File: config.mk
export PLATFORM = sky130hd
export DESIGN_NAME = muldiv_hilo_sequencer
export DESIGN_NICKNAME = d
export VERILOG_FILES = /design/src/rtl/muldiv_hilo_sequencer.sv
export SDC_FILE = /design/constraint.sdc
export NUM_CORES = 1
export LEC_CHECK = 0
export ABC_AREA = 0
export BUFFER_PORTS_ARGS = -buffer_cell sky130_fd_sc_hd__buf_2
export CELL_PAD_IN_SITES_DETAIL_PLACEMENT = 0
export CELL_PAD_IN_SITES_GLOBAL_PLACEMENT = 2
export CORE_UTILIZATION = 25
export DETAILED_ROUTE_END_ITERATION = 10
export GPL_TIMING_DRIVEN = 0
export PLACE_DENSITY_LB_ADDON = 0.1
export SLEW_MARGIN = 25
export SYNTH_ARGS = -nofsm -noshare
export SYNTH_HDL_FRONTEND = slang
export SYNTH_SLANG_ARGS = --single-unit
File: constraint.sdc
create_clock -name CLK -period 8.2 [get_ports CLK]
set_clock_uncertainty 0.1 [all_clocks]
set_input_delay 0.41 -clock CLK [delete_from_list [all_inputs] [get_ports CLK]]
set_output_delay 0.41 -clock CLK [all_outputs]
set_load 0.1 [all_outputs]
File: src/rtl/muldiv_hilo_sequencer.sv
// Multi-cycle MULT/MULTU/DIV/DIVU unit that owns the architectural HI/LO
// registers and raises a pipeline interlock while a result is in flight.
//
// Ports:
//   CLK, RESET        clock, asynchronous active-low reset
//   start, op         op request (000 MULT .. 101 MTLO), opA/opB operands
//   flush             synchronous abort of any in-flight op
//   rd_req, rd_sel    MFHI/MFLO request; rd_data = HI (1) or LO (0)
//   stall             busy & (rd_req | start)
//   busy, done        state != IDLE, one-cycle commit pulse
//   HI, LO            committed HI/LO
module muldiv_hilo_sequencer #(
  parameter int RADIX_BITS = 1
) (
  input  logic        CLK,
  input  logic        RESET,
  input  logic        start,
  input  logic [2:0]  op,
  input  logic [31:0] opA,
  input  logic [31:0] opB,
  input  logic        flush,
  input  logic        rd_req,
  input  logic        rd_sel,
  output logic [31:0] rd_data,
  output logic        stall,
  output logic        busy,
  output logic        done,
  output logic [31:0] HI,
  output logic [31:0] LO
);

  localparam int ITER = 32 / RADIX_BITS;
  localparam int SW   = 32 + RADIX_BITS;
  localparam logic [5:0] ITER_C = 6'(ITER);

  typedef enum logic [1:0] {
    S_IDLE,
    S_MUL,
    S_DIV,
    S_FIX
  } state_e;

  state_e      state_q, state_d;
  logic [5:0]  cnt_q, cnt_d;
  // mul: {partial hi, multiplier}; div: {remainder, dividend/quotient}
  logic [63:0] acc_q, acc_d;
  // multiplicand magnitude or divisor magnitude
  logic [31:0] dvs_q, dvs_d;
  logic        isdiv_q, isdiv_d;
  // product / quotient negate
  logic        nega_q, nega_d;
  // remainder negate (dividend sign)
  logic        negr_q, negr_d;
  logic        nowr_q, nowr_d;
  logic [31:0] hi_q, hi_d;
  logic [31:0] lo_q, lo_d;
  logic        done_q, done_d;

  function automatic logic [31:0] mag(
    input logic [31:0] v,
    input logic        sgn
  );
    return (sgn && v[31]) ? -v : v;
  endfunction

  // Shift-add step: add multiplicand * low digit, shift right by RADIX_BITS.
  logic [RADIX_BITS-1:0] digit;
  logic [SW-1:0]         sum;
  logic [63:0]           mul_nxt;

  always_comb begin
    digit   = acc_q[RADIX_BITS-1:0];
    sum     = SW'(acc_q[63:32]) + SW'(dvs_q) * SW'(digit);
    mul_nxt = {sum, acc_q[31:RADIX_BITS]};
  end

  // Restoring divide, RADIX_BITS quotient bits unrolled per cycle.
  logic [31:0] rem;
  logic [31:0] quo;
  logic [32:0] part;
  logic [63:0] div_nxt;

  always_comb begin
    rem  = acc_q[63:32];
    quo  = acc_q[31:0];
    part = '0;
    for (int i = 0; i < RADIX_BITS; i++) begin
      part = {rem, quo[31]};
      quo  = {quo[30:0], 1'b0};
      if (part >= {1'b0, dvs_q}) begin
        part   = part - {1'b0, dvs_q};
        quo[0] = 1'b1;
      end
      rem = part[31:0];
    end
    div_nxt = {rem, quo};
  end

  // Sign fix-up applied in FIX.
  logic [63:0] prod_fix;
  logic [31:0] rem_fix;
  logic [31:0] quo_fix;

  always_comb begin
    prod_fix = nega_q ? -acc_q : acc_q;
    rem_fix  = negr_q ? -acc_q[63:32] : acc_q[63:32];
    quo_fix  = nega_q ? -acc_q[31:0] : acc_q[31:0];
  end

  logic sgn_op;
  assign sgn_op = ~op[0];

  always_comb begin
    state_d = state_q;
    cnt_d   = cnt_q;
    acc_d   = acc_q;
    dvs_d   = dvs_q;
    isdiv_d = isdiv_q;
    nega_d  = nega_q;
    negr_d  = negr_q;
    nowr_d  = nowr_q;
    hi_d    = hi_q;
    lo_d    = lo_q;
    done_d  = 1'b0;

    unique case (state_q)
      S_IDLE: begin
        if (start) begin
          unique case (op)
            3'b000, 3'b001: begin
              dvs_d   = mag(opA, sgn_op);
              acc_d   = {32'h0, mag(opB, sgn_op)};
              nega_d  = sgn_op & (opA[31] ^ opB[31]);
              negr_d  = 1'b0;
              isdiv_d = 1'b0;
              nowr_d  = 1'b0;
              cnt_d   = ITER_C;
              state_d = S_MUL;
            end
            3'b010, 3'b011: begin
              isdiv_d = 1'b1;
              if (opB == 32'h0) begin
                nowr_d  = 1'b1;
                state_d = S_FIX;
              end else begin
                dvs_d   = mag(opB, sgn_op);
                acc_d   = {32'h0, mag(opA, sgn_op)};
                nega_d  = sgn_op & (opA[31] ^ opB[31]);
                negr_d  = sgn_op & opA[31];
                nowr_d  = 1'b0;
                cnt_d   = ITER_C;
                state_d = S_DIV;
              end
            end
            3'b100: hi_d = opA;
            3'b101: lo_d = opA;
            default: ;
          endcase
        end
      end
      S_MUL, S_DIV: begin
        acc_d = (state_q == S_DIV) ? div_nxt
                                   : mul_nxt;
        cnt_d = cnt_q - 6'd1;
        if (cnt_q == 6'd1) begin
          state_d = S_FIX;
        end
      end
      S_FIX: begin
        state_d = S_IDLE;
        done_d  = 1'b1;
        if (!nowr_q) begin
          if (isdiv_q) begin
            hi_d = rem_fix;
            lo_d = quo_fix;
          end else begin
            hi_d = prod_fix[63:32];
            lo_d = prod_fix[31:0];
          end
        end
      end
      default: state_d = S_IDLE;
    endcase

    // Flush beats everything: no start, no MT write, no commit.
    if (flush) begin
      state_d = S_IDLE;
      hi_d    = hi_q;
      lo_d    = lo_q;
      done_d  = 1'b0;
    end
  end

  always_ff @(posedge CLK or negedge RESET) begin
    if (!RESET) begin
      state_q <= S_IDLE;
      cnt_q   <= '0;
      acc_q   <= '0;
      dvs_q   <= '0;
      isdiv_q <= 1'b0;
      nega_q  <= 1'b0;
      negr_q  <= 1'b0;
      nowr_q  <= 1'b0;
      hi_q    <= '0;
      lo_q    <= '0;
      done_q  <= 1'b0;
    end else begin
      state_q <= state_d;
      cnt_q   <= cnt_d;
      acc_q   <= acc_d;
      dvs_q   <= dvs_d;
      isdiv_q <= isdiv_d;
      nega_q  <= nega_d;
      negr_q  <= negr_d;
      nowr_q  <= nowr_d;
      hi_q    <= hi_d;
      lo_q    <= lo_d;
      done_q  <= done_d;
    end
  end

  assign busy    = (state_q != S_IDLE);
  assign stall   = busy & (rd_req | start);
  assign done    = done_q;
  assign HI      = hi_q;
  assign LO      = lo_q;
  assign rd_data = rd_sel ? hi_q : lo_q;

endmodule

Word level (Yosys, flattened, before mapping)
Index checks and enable logic that the tools add are counted.

Bits in writable memories: 0. Bits in read-only memories: 0. Latch bits: 0. Memories: 0. Logic and storage cells: 109. Bits in registers: 173.

Mux-type cells: 44. Shift-type cells: 0. Multiply operators: 1. Reduce and logical (&&, ||, !) cells: 18. Bitwise operators: 7. Magnitude comparators: 1. Div/mod/pow operators: 0. Equality and inequality tests: 19. Add/sub/neg operators: 8.

Operators by type and width (number): 2-to-1 mux 32 bit (15); 2-to-1 mux 64 bit (4); one-hot mux 64 bit (2 select lines) (2); one-hot mux 32 bit (2 select lines) (3); negator 32 bit (4); negator 64 bit (1); adder 32 x 33 -> 33 bit (1); greater-or-equal comparator 33 x 32 -> 1 bit (1); multiplier 32 x 1 -> 33 bit (1); logical NOT 32 bit (1); subtractor 32 bit (1); one-hot mux 6 bit (2 select lines) (2); 2-to-1 mux 6 bit (2); AND reduction 5 bit (2); inequality test 3 bit (second input constant) (3); one-hot mux 1 bit (2 select lines) (4); AND reduction 4 bit (2); nonzero test 2 bit (4); 2-to-1 mux 1 bit (7); equality test 3 x 2 -> 1 bit (second input constant) (2); equality test 3 bit (second input constant) (2); equality test 6 x 1 -> 1 bit (second input constant) (1); 2-to-1 mux 2 bit (3); inequality test 2 bit (second input constant) (3); 18 further kinds (27).

Depth between registers and ports, before layout
Word-level depth: 7. Depth in mapped cells: 14.

Worst setup path after synthesis
OpenSTA, ideal clock, no wires.

Path type: register to register. From: register acc_q[0]. To: register acc_q[56]. Path slack: 4.743 ns. Buffers on the path: 2. Stages on the path, launching flop included: 15. Setup time: 0.122 ns. Clock period less this slack: 3.457 ns. Data arrival time: 3.235 ns. Cell sequence: dfrtp_1 -> inv_1 -> clkbuf_1 -> nor2_1 -> ha_1 -> a21oi_1 -> o21ai_0 -> nand2_1 -> o311a_1 -> o21ai_1 -> o41a_1 -> clkbuf_1 -> a221o_1 -> or3_1 -> a32o_1.

Cells in the longest elaborated chain, start to end: 4.

Ends and longest elaborated chain: start, declared (RTL line 46) `logic [63:0] acc_q, acc_d;`; start signal, assigned (RTL line 198) `acc_q <= '0;`; start signal, assigned (RTL line 210) `acc_q <= acc_d;`; multiplier 32 x 1 -> 33 bit (RTL line 73) `sum = SW'(acc_q[63:32]) + SW'(dvs_q) * SW'(digit);`; adder 32 x 33 -> 33 bit (RTL line 73); 2-to-1 mux 64 bit (RTL line 162) `acc_d = (state_q == S_DIV) ? div_nxt`; one-hot mux 64 bit (2 select lines) (RTL line 126) `unique case (state_q)`.

No other way between the ends. A chain may end at the register's enable or synchronous reset.

Worst setup path after layout
From: register acc_q[0]. To: register hi_q[6] (netlist: HI[6]).

Cells in the longest elaborated chain, start to end: 5.

Ends and longest elaborated chain: negator 64 bit (RTL line 105) `prod_fix = nega_q ? -acc_q : acc_q;`; 2-to-1 mux 64 bit (RTL line 105); 2-to-1 mux 32 bit (RTL line 173) `if (isdiv_q) begin`; 2-to-1 mux 32 bit (RTL line 172) `if (!nowr_q) begin`; one-hot mux 32 bit (2 select lines) (RTL line 126); end signal, assigned (RTL line 216) `hi_q <= hi_d;`; end, declared (RTL line 55) `logic [31:0] hi_q, hi_d;`.

No other way between the ends. The select of a mux whose other input is x is not followed.

==> out/summary.log <==
INFO  setup_path     crit_type=register to register
INFO  yosys          syn-instance-count=2130
INFO  timing         fin_ws=2.738ns
INFO  yosys          synth_enable_flop_cells=0
INFO  floorplan      start_util=25.45%
INFO  yosys          synthTopCellsByArea=sky130_fd_sc_hd__dfrtp_1, sky130_fd_sc_hd__o21ai_0, sky130_fd_sc_hd__nand2_1, sky130_fd_sc_hd__ha_1, sky130_fd_sc_hd__a21oi_1
INFO  finish         syn_to_final_growth=16.12%
INFO  setup_path     worstRegToRegCells=12
INFO  power_and_ir_drop total_leakage_power=0.008184uW
INFO  yosys          yosys.cell_count.top_type=sky130_fd_sc_hd__nand2_1
INFO  clock_tree     cts_tree=yes
INFO  timing         max_clock_freq=183.1MHz
INFO  route          drc_errors=0
INFO  yosys          synth_top_area_share=26.78%
INFO  yosys          ys_ff_latch=173
INFO  power_and_ir_drop peakVddDrop=0.2619mV
INFO  grt            gr-total-overflow=0
INFO  power_and_ir_drop switching_share=62.86%
INFO  timing         report.final.hold_viol_count=0
INFO  finish         post_route_cells_drive_above_1_share=13.58%
INFO  yosys          syn_nets=2279
INFO  route          wirelength=84090um
INFO  yosys          syn-cell-area=0.01617mm2
INFO  setup_path     critical_path_sink_type=register
INFO  yosys          synthFlopType=sky130_fd_sc_hd__dfrtp_1
INFO  route          highest_layer=met5
INFO  clock_tree     ctsLongestPathBuffers=2
INFO  hold_path      min_path_type=input port to register
INFO  route          routed_wire_length_per_instance=26.41um
INFO  job            max-cap-violations=0
INFO  power_and_ir_drop power_density=481.8mW/mm2
INFO  power_and_ir_drop p_clk_share=10.1%
INFO  placement      detailed_place_hpwl=68150um
INFO  yosys          synth.yosys.seq_area_share=26.78%
INFO  grt            first_global_vias=16430
INFO  clock_tree     cts.root.buffer_cell=sky130_fd_sc_hd__clkbuf_16
INFO  clock_tree     cts.reportedPaths.clkPinSlew=0.09ns
INFO  outcome        outcome=complete, no violations
INFO  grt            grt_pass1_wl=119500um
INFO  floorplan      fp.dieW=256.3um
INFO  yosys          post_synth.cell_area_avg=7.591um2
INFO  power_and_ir_drop p_int=3360uW
INFO  clock_tree     htree_num_levels=4
INFO  clock_tree     clk-insertion-delay-late=0.51ns
INFO  route          routed_via_density=5.412
INFO  floorplan      die_height=256.3um
INFO  timing         min_period=5.462ns
INFO  grt            grt_start_max_net_pins=67
INFO  timing         worst_pin_slew=1.088ns
INFO  timing         setup_tns=0ns
INFO  power_and_ir_drop seqPwrFrac=19.1%
INFO  power_and_ir_drop power.switching=5686uW
INFO  floorplan      placeableCoreArea=0.06354mm2
INFO  timing         timing_max_transition_violations_final=0
INFO  timing         setup_viol_count_final=0
INFO  route          antenna_violating_nets_post_route=0
INFO  floorplan      full_die_area=0.06569mm2
INFO  yosys          synth_warnings=0
INFO  power_and_ir_drop logic_gate_share_of_total_power=70.9%
INFO  route          met2_wire_length=36860um
INFO  yosys          synth_common_cells=sky130_fd_sc_hd__nand2_1, sky130_fd_sc_hd__o21ai_0, sky130_fd_sc_hd__nor2_1, sky130_fd_sc_hd__a21oi_1, sky130_fd_sc_hd__dfrtp_1
INFO  placement      pre_cts_slack=2.983ns
INFO  placement      io_buffer_count=170
INFO  route          drt_first_iter_violations=1385
INFO  setup_path     critPathRequiredTime=8.52ns
INFO  yosys          synth.lib_cells_used.distinct=81
INFO  hold_path      worstHoldPathCells=2
INFO  route          detailroute.via_count=17233
INFO  setup_path     kind_of_launch_point_of_the_worst_setup_path=register
INFO  timing         timing.final.crit_share=66.61%
INFO  floorplan      floorplan.io_pins=172
INFO  route          route.layer.met1.wl=39600um
INFO  yosys          synth-async-reset-ratio=100.0%
INFO  clock_tree     numCtsBuffers=17
INFO  clock_tree     numClockSinks=173
INFO  yosys          cell_accounting_for_the_most_synthesized_area=sky130_fd_sc_hd__dfrtp_1
INFO  clock_tree     post_cts_resized=0
INFO  setup_path     crit_fanout=10
INFO  setup_path     critical_path_arrival=5.78ns
INFO  route          dr.pass1.iters=6
INFO  finish         nNetsFinal=2471
INFO  route          met3WireLength=5367um
INFO  floorplan      core.rowCount=92
INFO  grt            grt_overall_usage=25.10%
INFO  grt            antenna_found_initial=3
INFO  timing         grt_setup_unrepaired=no
INFO  timing         max-slew-margin-rel=26.69%
INFO  placement      finalWeightedCongestion=0.8665
-- timing repair --
item                      CTS  global route
hold buffers                1             0
hold endpoints to repair   65             0
setup buffers               0             0
-- kinds of logic (layout without fill, tap and decap cells) --
| group | after synthesis | in the layout | share of synthesized area, % |
|---|---|---|---|
| compound gates | 662 | 662 | 24.99 |
| xor+xnor | 163 | 163 | 8.830 |
| fa+ha+maj | 76 | 76 | 5.974 |
| buf+inv | 204 | 409 | 5.046 |
| flops | 173 | 173 | 26.78 |
| mux | 107 | 107 | 7.081 |
| other cells | 0 | 3 | 0 |
| simple gates | 745 | 745 | 21.30 |
-- flip-flops by register name, indices dropped and copies added (netlist names), 2 cells and up --
register	flops
cnt_q	6
dvs_q	32
LO	32
acc_q	64
state_q	2
HI	32
-- through the flow --
stage	cells	util [%]	area [um2]	power (uW)	hold WS, ns
CTS	3181	29.53	18760	9025	0.06836
finish	3184	29.55	18770	9046	0.09563
global route	3183	29.54	18770	9552	0.08811
detailed placement	3148	28.56	18150	8103	0.3169
floorplan	2130	-	16170	6168	0.01441
global placement	3146	28.45	18080	8104	0.3681
-- power by group through the flow --
stage               sequential (uW)  clock [uW]  combinational [uW]
floorplan                      2540           0                3630
global placement               1720           0                6380
detailed placement             1730           0                6370
CTS                            1710         919                6390
global route                   1770         948                6830
finish                         1730         910                6410
-- worst max-delay path, stage by stage, from the launching register on --
cell	delay (ns)
sky130_fd_sc_hd__dfrtp_1	0.54
sky130_fd_sc_hd__inv_1	0.30
sky130_fd_sc_hd__clkbuf_1	0.80
sky130_fd_sc_hd__ha_1	0.37
sky130_fd_sc_hd__nor4b_1	0.39
sky130_fd_sc_hd__nand4_1	0.35
sky130_fd_sc_hd__nor4_1	0.81
sky130_fd_sc_hd__inv_1	0.18
sky130_fd_sc_hd__nand2_1	0.38
sky130_fd_sc_hd__o21ai_0	0.18
sky130_fd_sc_hd__xor2_1	0.47
sky130_fd_sc_hd__mux2i_1	0.27
sky130_fd_sc_hd__o21ai_0	0.20
-- final timing paths --
check                      slack [ns]  startpoint         to
setup / recovery                 2.74    acc_q[0]      HI[6]
hold / removal                    0.1       flush       done
setup reg to reg                 2.74    acc_q[0]      HI[6]
hold reg to reg                  0.38   dvs_q[28]  dvs_q[28]
max in group asynchronous        6.56       RESET   acc_q[2]
min in group asynchronous        0.37       RESET     HI[26]
-- cells in the final DEF (no fill, tap or decap), types with 6 or more instances in the layout --
cell type,Yosys,layout
sky130_fd_sc_hd__a21oi_1,173,173
sky130_fd_sc_hd__o31ai_1,29,29
sky130_fd_sc_hd__o21a_1,6,6
sky130_fd_sc_hd__clkbuf_1,98,97
sky130_fd_sc_hd__buf_4,6,6
sky130_fd_sc_hd__buf_1,8,8
sky130_fd_sc_hd__ha_1,74,74
sky130_fd_sc_hd__o22ai_1,7,7
sky130_fd_sc_hd__nand2b_1,21,21
sky130_fd_sc_hd__nor4_1,20,20
sky130_fd_sc_hd__nor3_1,48,48
sky130_fd_sc_hd__or4_1,11,11
sky130_fd_sc_hd__buf_2,16,185
sky130_fd_sc_hd__a211oi_1,48,47
sky130_fd_sc_hd__a31oi_1,19,19
sky130_fd_sc_hd__dfrtp_1,173,173
sky130_fd_sc_hd__a21o_1,43,43
sky130_fd_sc_hd__and3_1,17,17
sky130_fd_sc_hd__mux2_2,59,59
sky130_fd_sc_hd__nor2_1,223,223
sky130_fd_sc_hd__o211ai_1,17,17
sky130_fd_sc_hd__xnor2_1,81,81
sky130_fd_sc_hd__inv_1,74,74
sky130_fd_sc_hd__or2_2,9,9
sky130_fd_sc_hd__nor2b_1,23,23
sky130_fd_sc_hd__nand2_1,262,262
sky130_fd_sc_hd__a311oi_1,7,7
sky130_fd_sc_hd__o41ai_1,13,13
sky130_fd_sc_hd__o21ai_1,7,6
sky130_fd_sc_hd__clkbuf_16,0,17
sky130_fd_sc_hd__and2_1,8,8
sky130_fd_sc_hd__nand3_1,32,32
sky130_fd_sc_hd__mux2i_1,48,48
sky130_fd_sc_hd__a22oi_1,8,8
sky130_fd_sc_hd__or3_1,26,26
sky130_fd_sc_hd__xor2_1,82,82
sky130_fd_sc_hd__nand4_1,17,17
sky130_fd_sc_hd__o21ai_0,227,227
-- per-layer routing --
metal  up-vias  track usage, %
met3        83           4.834
li1       8041               -
met5         -               0
met4         2           8.134
met2       611           38.54
met1      8496           35.03
-- area by class of cell --
| class | count | area (um2) |
|---|---|---|
| antenna | 3 | 7.507 |
| multi-input combinational | 1753 | 11030 |
| buffer | 129 | 535.5 |
| clock buffer | 18 | 439.2 |
| timing repair buffer | 173 | 925.9 |
| clock inverter | 14 | 163.9 |
| sequential | 173 | 4329 |
| inverter | 75 | 281.5 |
| fill | 7073 | 44770 |
| tap | 846 | 1059 |
No activity file was read; power rests on OpenSTA's default activity.
